## config.mk

```make
export PLATFORM = sky130hd
export DESIGN_NAME = t04_mem_handler
export DESIGN_NICKNAME = d
export VERILOG_FILES = /design/src/rtl/t04_mem_pkg.sv /design/src/rtl/t04_mem_handler.sv
export SDC_FILE = /design/constraint.sdc
export NUM_CORES = 1
export LEC_CHECK = 0
export CORE_ASPECT_RATIO = 0.75
export CORE_MARGIN = 10
export CORE_UTILIZATION = 26
export DETAILED_ROUTE_END_ITERATION = 8
export DONT_BUFFER_PORTS = 1
export GPL_ROUTABILITY_DRIVEN = 1
export PLACE_DENSITY = 0.4
export SYNTH_ARGS = -nofsm -noshare
export SYNTH_HDL_FRONTEND = slang
export SYNTH_SLANG_ARGS = --single-unit
```

## constraint.sdc

```tcl
create_clock -name clk -period 1.8 [get_ports clk]
set_input_delay 0.27 -clock clk [delete_from_list [all_inputs] [get_ports clk]]
set_output_delay 0.27 -clock clk [all_outputs]
set_load 0.02 [all_outputs]
```

## src/rtl/t04_mem_pkg.sv

```systemverilog
// Shared types and constants for the core-side Wishbone memory handler.
package t04_mem_pkg;

  typedef enum logic [1:0] {
    IDLE = 2'd0,
    BUS  = 2'd1,
    RESP = 2'd2
  } mem_state_t;

  typedef enum logic [1:0] {
    K_FETCH = 2'd0,
    K_LOAD  = 2'd1,
    K_STORE = 2'd2
  } req_kind_t;

  typedef struct packed {
    req_kind_t   kind;
    logic [31:0] adr;
    logic [31:0] dat;
  } mem_req_t;

  localparam logic [3:0]  WB_SEL_FULL  = 4'hF;
  localparam logic [31:0] ERR_DATA_DEF = 32'h0000_0013;

  // Fixed priority: store beats load beats fetch.
  function automatic req_kind_t pick_kind(input logic wr, input logic rd);
    if (wr)      return K_STORE;
    else if (rd) return K_LOAD;
    else         return K_FETCH;
  endfunction

endpackage

```

## src/rtl/t04_mem_handler.sv

```systemverilog
// Single-outstanding Wishbone master serving core fetch/load/store requests,
// with a bus timeout that returns ERR_DATA and raises a sticky error flag.
module t04_mem_handler
  import t04_mem_pkg::*;
#(
  parameter int unsigned TIMEOUT_CYCLES = 255,
  parameter logic [31:0] ERR_DATA       = ERR_DATA_DEF
) (
  input  logic        clk,
  input  logic        rst,
  input  logic        fetch_req,
  input  logic        MemRead_O,
  input  logic        MemWrite_O,
  input  logic [31:0] final_address,
  input  logic [31:0] mem_store,
  output logic [31:0] instruction,
  output logic [31:0] memload,
  output logic        i_ack,
  output logic        d_ack,
  output logic        bus_err,
  output logic        wb_cyc_o,
  output logic        wb_stb_o,
  output logic        wb_we_o,
  output logic [31:0] wb_adr_o,
  output logic [31:0] wb_dat_o,
  output logic [3:0]  wb_sel_o,
  input  logic [31:0] wb_dat_i,
  input  logic        wb_ack_i,
  input  logic        err_clr
);

  localparam int CW = $clog2(TIMEOUT_CYCLES + 1);
  localparam logic [CW-1:0] CNT_LAST = CW'(TIMEOUT_CYCLES - 1);

  mem_state_t  state_q, state_d;
  mem_req_t    req_q, req_d;
  logic [CW-1:0] cnt_q, cnt_d;
  logic [31:0] instr_q, instr_d;
  logic [31:0] load_q, load_d;
  logic        err_q, err_d;
  logic        any_req;
  logic        timeout;

  assign any_req = fetch_req | MemRead_O | MemWrite_O;
  // An ack on the last allowed cycle still wins over the timeout.
  assign timeout = (state_q == BUS) && !wb_ack_i && (cnt_q == CNT_LAST);

  always_comb begin
    state_d = state_q;
    req_d   = req_q;
    cnt_d   = cnt_q;
    instr_d = instr_q;
    load_d  = load_q;
    case (state_q)
      IDLE: begin
        if (any_req) begin
          req_d.kind = pick_kind(MemWrite_O, MemRead_O);
          req_d.adr  = final_address & ~32'd3;
          req_d.dat  = mem_store;
          cnt_d      = '0;
          state_d    = BUS;
        end
      end
      BUS: begin
        cnt_d = cnt_q + 1'b1;
        if (wb_ack_i) begin
          state_d = RESP;
          if (req_q.kind == K_FETCH)     instr_d = wb_dat_i;
          else if (req_q.kind == K_LOAD) load_d  = wb_dat_i;
        end else if (timeout) begin
          state_d = RESP;
          if (req_q.kind == K_FETCH)     instr_d = ERR_DATA;
          else if (req_q.kind == K_LOAD) load_d  = ERR_DATA;
        end
      end
      RESP:    state_d = IDLE;
      default: state_d = IDLE;
    endcase
  end

  // Setting on the same cycle as a clear leaves the flag set.
  assign err_d = timeout | (err_q & ~err_clr);

  always_ff @(posedge clk) begin
    if (!rst) begin
      state_q <= IDLE;
      req_q   <= '{kind: K_FETCH, adr: '0, dat: '0};
      cnt_q   <= '0;
      instr_q <= ERR_DATA;
      load_q  <= '0;
      err_q   <= 1'b0;
    end else begin
      state_q <= state_d;
      req_q   <= req_d;
      cnt_q   <= cnt_d;
      instr_q <= instr_d;
      load_q  <= load_d;
      err_q   <= err_d;
    end
  end

  assign wb_cyc_o    = (state_q == BUS);
  assign wb_stb_o    = (state_q == BUS);
  assign wb_we_o     = (state_q == BUS) && (req_q.kind == K_STORE);
  assign wb_sel_o    = (state_q == BUS) ? WB_SEL_FULL : 4'h0;
  assign wb_adr_o    = req_q.adr;
  assign wb_dat_o    = req_q.dat;
  assign i_ack       = (state_q == RESP) && (req_q.kind == K_FETCH);
  assign d_ack       = (state_q == RESP) && (req_q.kind != K_FETCH);
  assign instruction = instr_q;
  assign memload     = load_q;
  assign bus_err     = err_q;

endmodule

```

==> impl_metrics.env, run 1 <==
export IMPL_gr_usage_all_layers=0.1237
export IMPL_grt_max_degree=94
export IMPL_worstSetupPathType="reg -> out"
export IMPL_dr_pass1_iters=5
export IMPL_postRouteAntennaNets=0
export IMPL_finalHoldViolCount=0
export IMPL_crit_path_max_incr_delay_ns=0.49
export IMPL_synth_area_top_cells="dfxtp_1, buf_4, a311oi_1, a31oi_1, o21ai_0"
export IMPL_cts_htree_levels=4
export IMPL_synth_area_per_cell_sq_um=8.635
export IMPL_whs_ns=0.01795
export IMPL_clk_pin_slew_ns=0.07
export IMPL_ioPinCount=241
export IMPL_first_global_vias=5021
export IMPL_finalSetupTns_ns=0
export IMPL_cts_buffers=17
export IMPL_ys_top_cells_by_count="dfxtp_1, buf_4, o21ai_0"
export IMPL_worstHoldStart="mem_store[7]"
export IMPL_worst_slew_pin_slew_ns=0.6578
export IMPL_rsz0062_at_grt="false"
export IMPL_finalClockSkew_ns=0.009311
export IMPL_synth_seq_cells=139
export IMPL_slowest_stage="dfxtp_1"
export IMPL_cp_top_family="flip-flops"
export IMPL_hp_class="in -> reg"
export IMPL_grtUsageMet2=0.1968
export IMPL_slew_viol_final=0
export IMPL_crit_path_start="state_q[1]"
export IMPL_path_cells="nand2b_4, inv_2, buf_12"
export IMPL_synth_warnings=0
export IMPL_crit_required_ns=1.53
export IMPL_drive_above_1_share=0.09010
export IMPL_gr_max_usage_layer="met2"
export IMPL_antenna_found_initial=2
export IMPL_fin_crit_ns=1.677
export IMPL_met3_usage=0.06121
export IMPL_crit_buf_inv=2
export IMPL_place_congestion=0.7268
export IMPL_core_sq_um=23120
export IMPL_die_w_microns=197.3
export IMPL_synth_most_common_cell="dfxtp_1"
export IMPL_synth_flop_cell="dfxtp_1"
export IMPL_vias=5207
export IMPL_die_area_sq_um=30190
export IMPL_synth_edff_count=0
export IMPL_hpwlAfterDp_microns=13100
export IMPL_ys_types=38
export IMPL_rows=48
export IMPL_ir_worst_vdd_mv=0.6320
export IMPL_cts_sinks=139
export IMPL_drc=0
export IMPL_syn_to_final_growth_pct=16.82
export IMPL_maxCapViolCount=0
export IMPL_syn_area_sq_um=6131
export IMPL_synthArstFlopShare=0
export IMPL_finalPower_mw=8.105
export IMPL_grt_pass1_wl_microns=29990
export IMPL_synth_top_cell_area_share=0.4539
export IMPL_initial_core_util=0.2652
export IMPL_synth_cells=710
export IMPL_finalWirelength_microns=19420
export IMPL_cp_end_kind="output pin"
export IMPL_root_buffer="clkbuf_16"
export IMPL_max_freq_mhz=596.2
export IMPL_cts_tree="yes"
export IMPL_r2r_start="state_q[0]"
export IMPL_clk_latency_ns=0.42
export IMPL_critical_path_startpoint_type="register"
export IMPL_ys_seq_area_frac=0.4539
export IMPL_crit_arrival_ns=1.41
export IMPL_post_route_period_util=0.9319
export IMPL_p_leak_nw=2.336
export IMPL_status="complete, no violations"
export IMPL_wl_per_cell_microns=19.85
export IMPL_setup_viol=0
export IMPL_use_met1=0.1433
export IMPL_grt_ovfl_total=0
export IMPL_p_per_area_nw_per_um2=1132
export IMPL_worstPathMaxFanout=7
export IMPL_max_clock_path_buffers=2
export IMPL_synth_area_leader_cell="dfxtp_1"
export IMPL_routed_via_density=5.324
export IMPL_n_fill_cell=2356
export IMPL_drt_iter0_drc=290
export IMPL_port_buffers=0
export IMPL_final_nets=769
export IMPL_worst_slew_margin_rel=0.5615
export IMPL_die_height_microns=153.0
## area by class of cell
class	instances	area, sq um	share of cell area
clock buffer	18	429.2	0.05992
timing repair buffer	79	873.3	0.1219
inverter	6	25.02	0.003494
clock inverter	14	147.6	0.02062
multi-input combinational	421	2525	0.3526
antenna	1	2.502	0.0003494
sequential	139	2784	0.3887
tap	300	375.4	0.05241
## layer usage
| layer | up-vias | wire length (microns) |
|---|---|---|
| met3 | 13 | 2181 |
| li1 | 2490 | - |
| met2 | 190 | 9286 |
| met1 | 2512 | 7809 |
| met5 | - | 7 |
| met4 | 2 | 133 |
## report_power, final
| group | total, mW | leakage [nW] | internal (mW) | switching (mW) |
|---|---|---|---|---|
| logic | 0.980 | 0.921 | 0.400 | 0.580 |
| clock network | 3.46 | 0.280 | 2.04 | 1.42 |
| registers | 3.66 | 1.14 | 3.27 | 0.390 |
## cell families after synthesis
| family | after synthesis | synth area share |
|---|---|---|
| mux | 4 | 0.006531 |
| flops | 139 | 0.4539 |
| simple gates | 142 | 0.1175 |
| fa+ha+maj | 2 | 0.004081 |
| buf+inv | 151 | 0.1408 |
| other cells | 1 | 0.0006117 |
| compound gates | 271 | 0.2765 |
## final timing paths
| check | cells past startpoint | endpoint | slack, ns |
|---|---|---|---|
| hold / removal | 2 | wb_dat_o[7] | 0.02 |
| hold reg to reg | 2 | cnt_q[5] | 0.51 |
| setup / recovery | 3 | wb_sel_o[1] | 0.12 |
| setup reg to reg | 4 | instruction[16] | 0.17 |
## layout by cell type (no fill, tap or decap), types with 2 or more instances in the layout
master and n:
a31oi_1 59, nand2b_1 9, nor4_1 2, dfxtp_1 138
clkbuf_16 17, nand2_1 40, o21ai_0 70, nand3_1 66
dlygate4sd3_1 62, a21oi_1 68, conb_1 2, a211oi_1 4
nor3b_1 2, a311oi_1 58, mux2i_1 4, inv_1 4
nor2_1 5, clkinv_4 5, ha_1 2, or3_1 3
or4_1 2, bufinv_16 2, clkinvlp_4 2, nor3_1 2
buf_4 7, o211ai_1 5, clkinv_2 4, buf_12 10
## through the flow
| step | setup WS (ns) | instance area, sq um | instances | utilization |
|---|---|---|---|---|
| 2_1_floorplan | 0.3082 | 6135 | 711 | - |
| 3_3_place_gp | 0.08732 | 5949 | 883 | 0.2573 |
| 3_5_place_dp | 0.05930 | 5949 | 883 | 0.2573 |
| 4_1_cts | 0.01678 | 7151 | 977 | 0.3093 |
| 5_1_grt | 0.002590 | 7162 | 978 | 0.3097 |
| 6_report | 0.1226 | 7162 | 978 | 0.3097 |
## registers in the layout, summed over array words and instances (netlist names)
register	count
wb_adr_o	30
instruction	32
state_q	2
bus_err	1
wb_dat_o	32
memload	32
cnt_q	8
req_q	2
## timing repair
item | in CTS | in global routing
setup endpoints to repair | 7 | 9
hold endpoints to repair | 69 | 0
buffers inserted | 0 | 0
resized for setup | 3 | 2
hold buffers | 62 | 0
No activity file was read; power rests on OpenSTA's default activity.
==> inputs of run 2 (changes only) <==
--- a/config.mk
+++ b/config.mk
@@ -5,6 +5,7 @@
 export SDC_FILE = /design/constraint.sdc
 export NUM_CORES = 1
 export LEC_CHECK = 0
+export ABC_AREA = 1
 export CORE_ASPECT_RATIO = 0.75
 export CORE_MARGIN = 10
 export CORE_UTILIZATION = 26
==> run 2 against run 1 <==
Clock power is 9.0% higher. Wire length rose by 2.5%. Power increased by 11%. Worst hold slack better by 0.0094 ns. Synthesized cell count rose by 30%. Highest routed layer is now met4. Design area rose by 3.4%. Flip-flop and latch count did not move. Register-to-register slack got worse by 0.04 ns. Critical path depth up 2. Count of clock-buffer cells in the layout is 1 higher.
==> impl_metrics.env, run 2 <==
export IMPL_slew_viol_final=0
export IMPL_setup_viol=0
export IMPL_drc=0
export IMPL_ys_types=25
export IMPL_rows=49
export IMPL_rsz0062_at_grt="false"
export IMPL_place_congestion=0.7129
export IMPL_synth_most_common_cell="nor2_1"
export IMPL_critical_path_startpoint_type="register"
export IMPL_cts_buffers=17
export IMPL_final_nets=1010
export IMPL_hold_end="wb_dat_o[9]"
export IMPL_synth_top_cell_area_share=0.4436
export IMPL_use_met1=0.1564
export IMPL_holdPathStages=2
export IMPL_crit_top_cell="inv_2"
export IMPL_clk_pin_slew_ns=0.06
export IMPL_cp_end_kind="output pin"
export IMPL_placed_cells=1132
export IMPL_port_buffers=0
export IMPL_cp_top_family="buffers and inverters"
export IMPL_die_height_microns=154.5
export IMPL_slowest_stage="dfxtp_1"
export IMPL_met3_usage=0.05898
export IMPL_max_clock_path_buffers=2
export IMPL_cts_tree="yes"
export IMPL_root_buffer="clkbuf_16"
export IMPL_grt_ovfl_total=0
export IMPL_die_w_microns=199.4
export IMPL_maxCapViolCount=0
export IMPL_synth_warnings=0
export IMPL_grt_max_degree=86
export IMPL_syn_area_sq_um=6274
export IMPL_post_route_period_util=0.9373
export IMPL_wl_per_cell_microns=16.27
export IMPL_synth_area_top_cells="dfxtp_1, nor2_1, nand2_1, buf_4, inv_1"
export IMPL_drt_iter0_drc=204
export IMPL_path_cells="inv_2, nand2_4, inv_2, buf_4, buf_8"
export IMPL_finalHoldViolCount=0
export IMPL_r2r_start="state_q[0]"
export IMPL_antenna_found_initial=0
export IMPL_reg2reg_slack_ns=0.13
export IMPL_synth_flop_cell="dfxtp_1"
export IMPL_vias=5099
export IMPL_crit_required_ns=1.53
export IMPL_hpwlAfterDp_microns=13420
export IMPL_clk_latency_ns=0.43
export IMPL_p_per_area_nw_per_um2=1213
export IMPL_grt_pass1_wl_microns=29800
export IMPL_synth_cells=923
export IMPL_gr_usage_all_layers=0.1267
export IMPL_syn_to_final_growth_pct=18.09
export IMPL_die_area_sq_um=30810
export IMPL_first_global_vias=4856
export IMPL_routed_via_density=4.169
export IMPL_fin_crit_ns=1.687
export IMPL_ioPinCount=241
export IMPL_crit_path_max_incr_delay_ns=0.32
export IMPL_grtUsageMet2=0.1885
export IMPL_fin_area_sq_um=7408
export IMPL_dr_pass1_iters=4
export IMPL_worstPathMaxFanout=8
export IMPL_ys_seq_area_frac=0.4436
export IMPL_cts_htree_levels=4
export IMPL_synth_area_per_cell_sq_um=6.797
export IMPL_antennaDiodeCount=0
export IMPL_drive_above_1_share=0.07415
export IMPL_stdcell_count=1223
export IMPL_r2r_cells=6
export IMPL_initial_core_util=0.2631
export IMPL_postRouteAntennaNets=0
export IMPL_status="complete, no violations"
export IMPL_finalWirelength_microns=19900
export IMPL_gr_max_usage_layer="met2"
export IMPL_postCtsSetupBuffers=0
export IMPL_ys_top_cells_by_count="nor2_1, nand2_1, dfxtp_1"
export IMPL_finalClockSkew_ns=0.009710
export IMPL_synth_seq_cells=139
export IMPL_synth_area_leader_cell="dfxtp_1"
export IMPL_finalSetupTns_ns=0
export IMPL_max_freq_mhz=592.7
export IMPL_synth_edff_count=0
export IMPL_p_leak_nw=3.487
export IMPL_placed_area_sq_um=6136
export IMPL_n_fill_cell=2614
export IMPL_cts_sinks=139
export IMPL_worstSetupPathType="reg -> out"
export IMPL_synthArstFlopShare=0
export IMPL_mostFrequentLayoutCells="nor2_1, nand2_1, dfxtp_1"
export IMPL_hp_class="in -> reg"
export IMPL_crit_buf_inv=4
export IMPL_crit_arrival_ns=1.42
export IMPL_ir_worst_vdd_mv=0.6822
export IMPL_regArea_sq_um=2784
export IMPL_worstHoldStart="mem_store[9]"
export IMPL_whs_ns=0.02736
export IMPL_multiInputGateArea_sq_um=2298
export IMPL_core_sq_um=23850
export IMPL_final_common_cell="nor2_1"
export IMPL_r2r_end="wb_dat_o[28]"
==> run 2: how the worst max path moves through the flow <==
stage,startpoint,to,slack (ns),cells past startpoint
global route,state_q[1],wb_sel_o[0],0.005,5
floorplan,state_q[0],wb_sel_o[0],0.29,5
CTS,state_q[0],wb_sel_o[0],0.004,4
detailed placement,state_q[0],memload[6],0.25,8
finish,state_q[1],wb_sel_o[0],0.11,5
global placement,state_q[0],memload[1],0.26,8
==> run 2: area by class of cell <==
type	count	area share
sequential	139	0.3758
multi-input combinational	542	0.3103
timing repair buffer	80	0.1147
inverter	125	0.06333
clock buffer	19	0.06114
tap	306	0.05168
clock inverter	12	0.02314
==> run 2: routing by layer <==
metal / vias to the layer above / wire length (microns)
met4: 0 / 308
met1: 2278 / 8970
met5: - / 0
li1: 2672 / -
met2: 132 / 8697
met3: 17 / 1924
==> run 2: worst reg2reg max path: stages (launching register included) <==
cell           delay (ns)
dfxtp_2              0.35
nor2_2               0.13
nand2_2              0.11
buf_8                0.19
o21ai_0              0.18
dlygate4sd3_1        0.57
nor2_1               0.04
==> run 2: cell families (layout without fill, tap and decap cells) <==
group / after synthesis / count (layout) / share of synthesized area
and+or+nand+nor: 458 / 458 / 0.2948
buffers and inverters: 243 / 236 / 0.1927
other: 1 / 2 / 0.0005978
DFF: 139 / 139 / 0.4436
xor gates and xnor gates: 1 / 1 / 0.001396
adders and majority gates: 2 / 2 / 0.003988
AOI/OAI and AO/OA: 79 / 79 / 0.06302
==> run 2: per-stage QoR <==
step / power (mW) / setup slack, ns / util
2_1_floorplan: 5.023 / 0.2919 / -
4_1_cts: 9.154 / 0.004273 / 0.3098
3_3_place_gp: 5.101 / 0.2558 / 0.2573
5_1_grt: 9.488 / 0.005180 / 0.3106
3_5_place_dp: 5.105 / 0.2469 / 0.2573
6_report: 8.986 / 0.1128 / 0.3106
==> run 2: power by group <==
part | switching, mW | internal, mW | total [mW] | leakage (nW)
combinational | 0.735 | 0.505 | 1.24 | 2.04
sequential | 0.595 | 3.38 | 3.98 | 1.14
clock | 1.40 | 2.38 | 3.77 | 0.301
total | 2.73 | 6.26 | 8.99 | 3.49
==> run 2: timing repair <==
| action | CTS | global route |
|---|---|---|
| hold endpoints to repair | 129 | 0 |
| cloned | 0 | 0 |
| gates resized for setup | 3 | 8 |
| setup endpoints to repair | 3 | 33 |
| pin swaps | 0 | 0 |
| hold buffers | 60 | 0 |
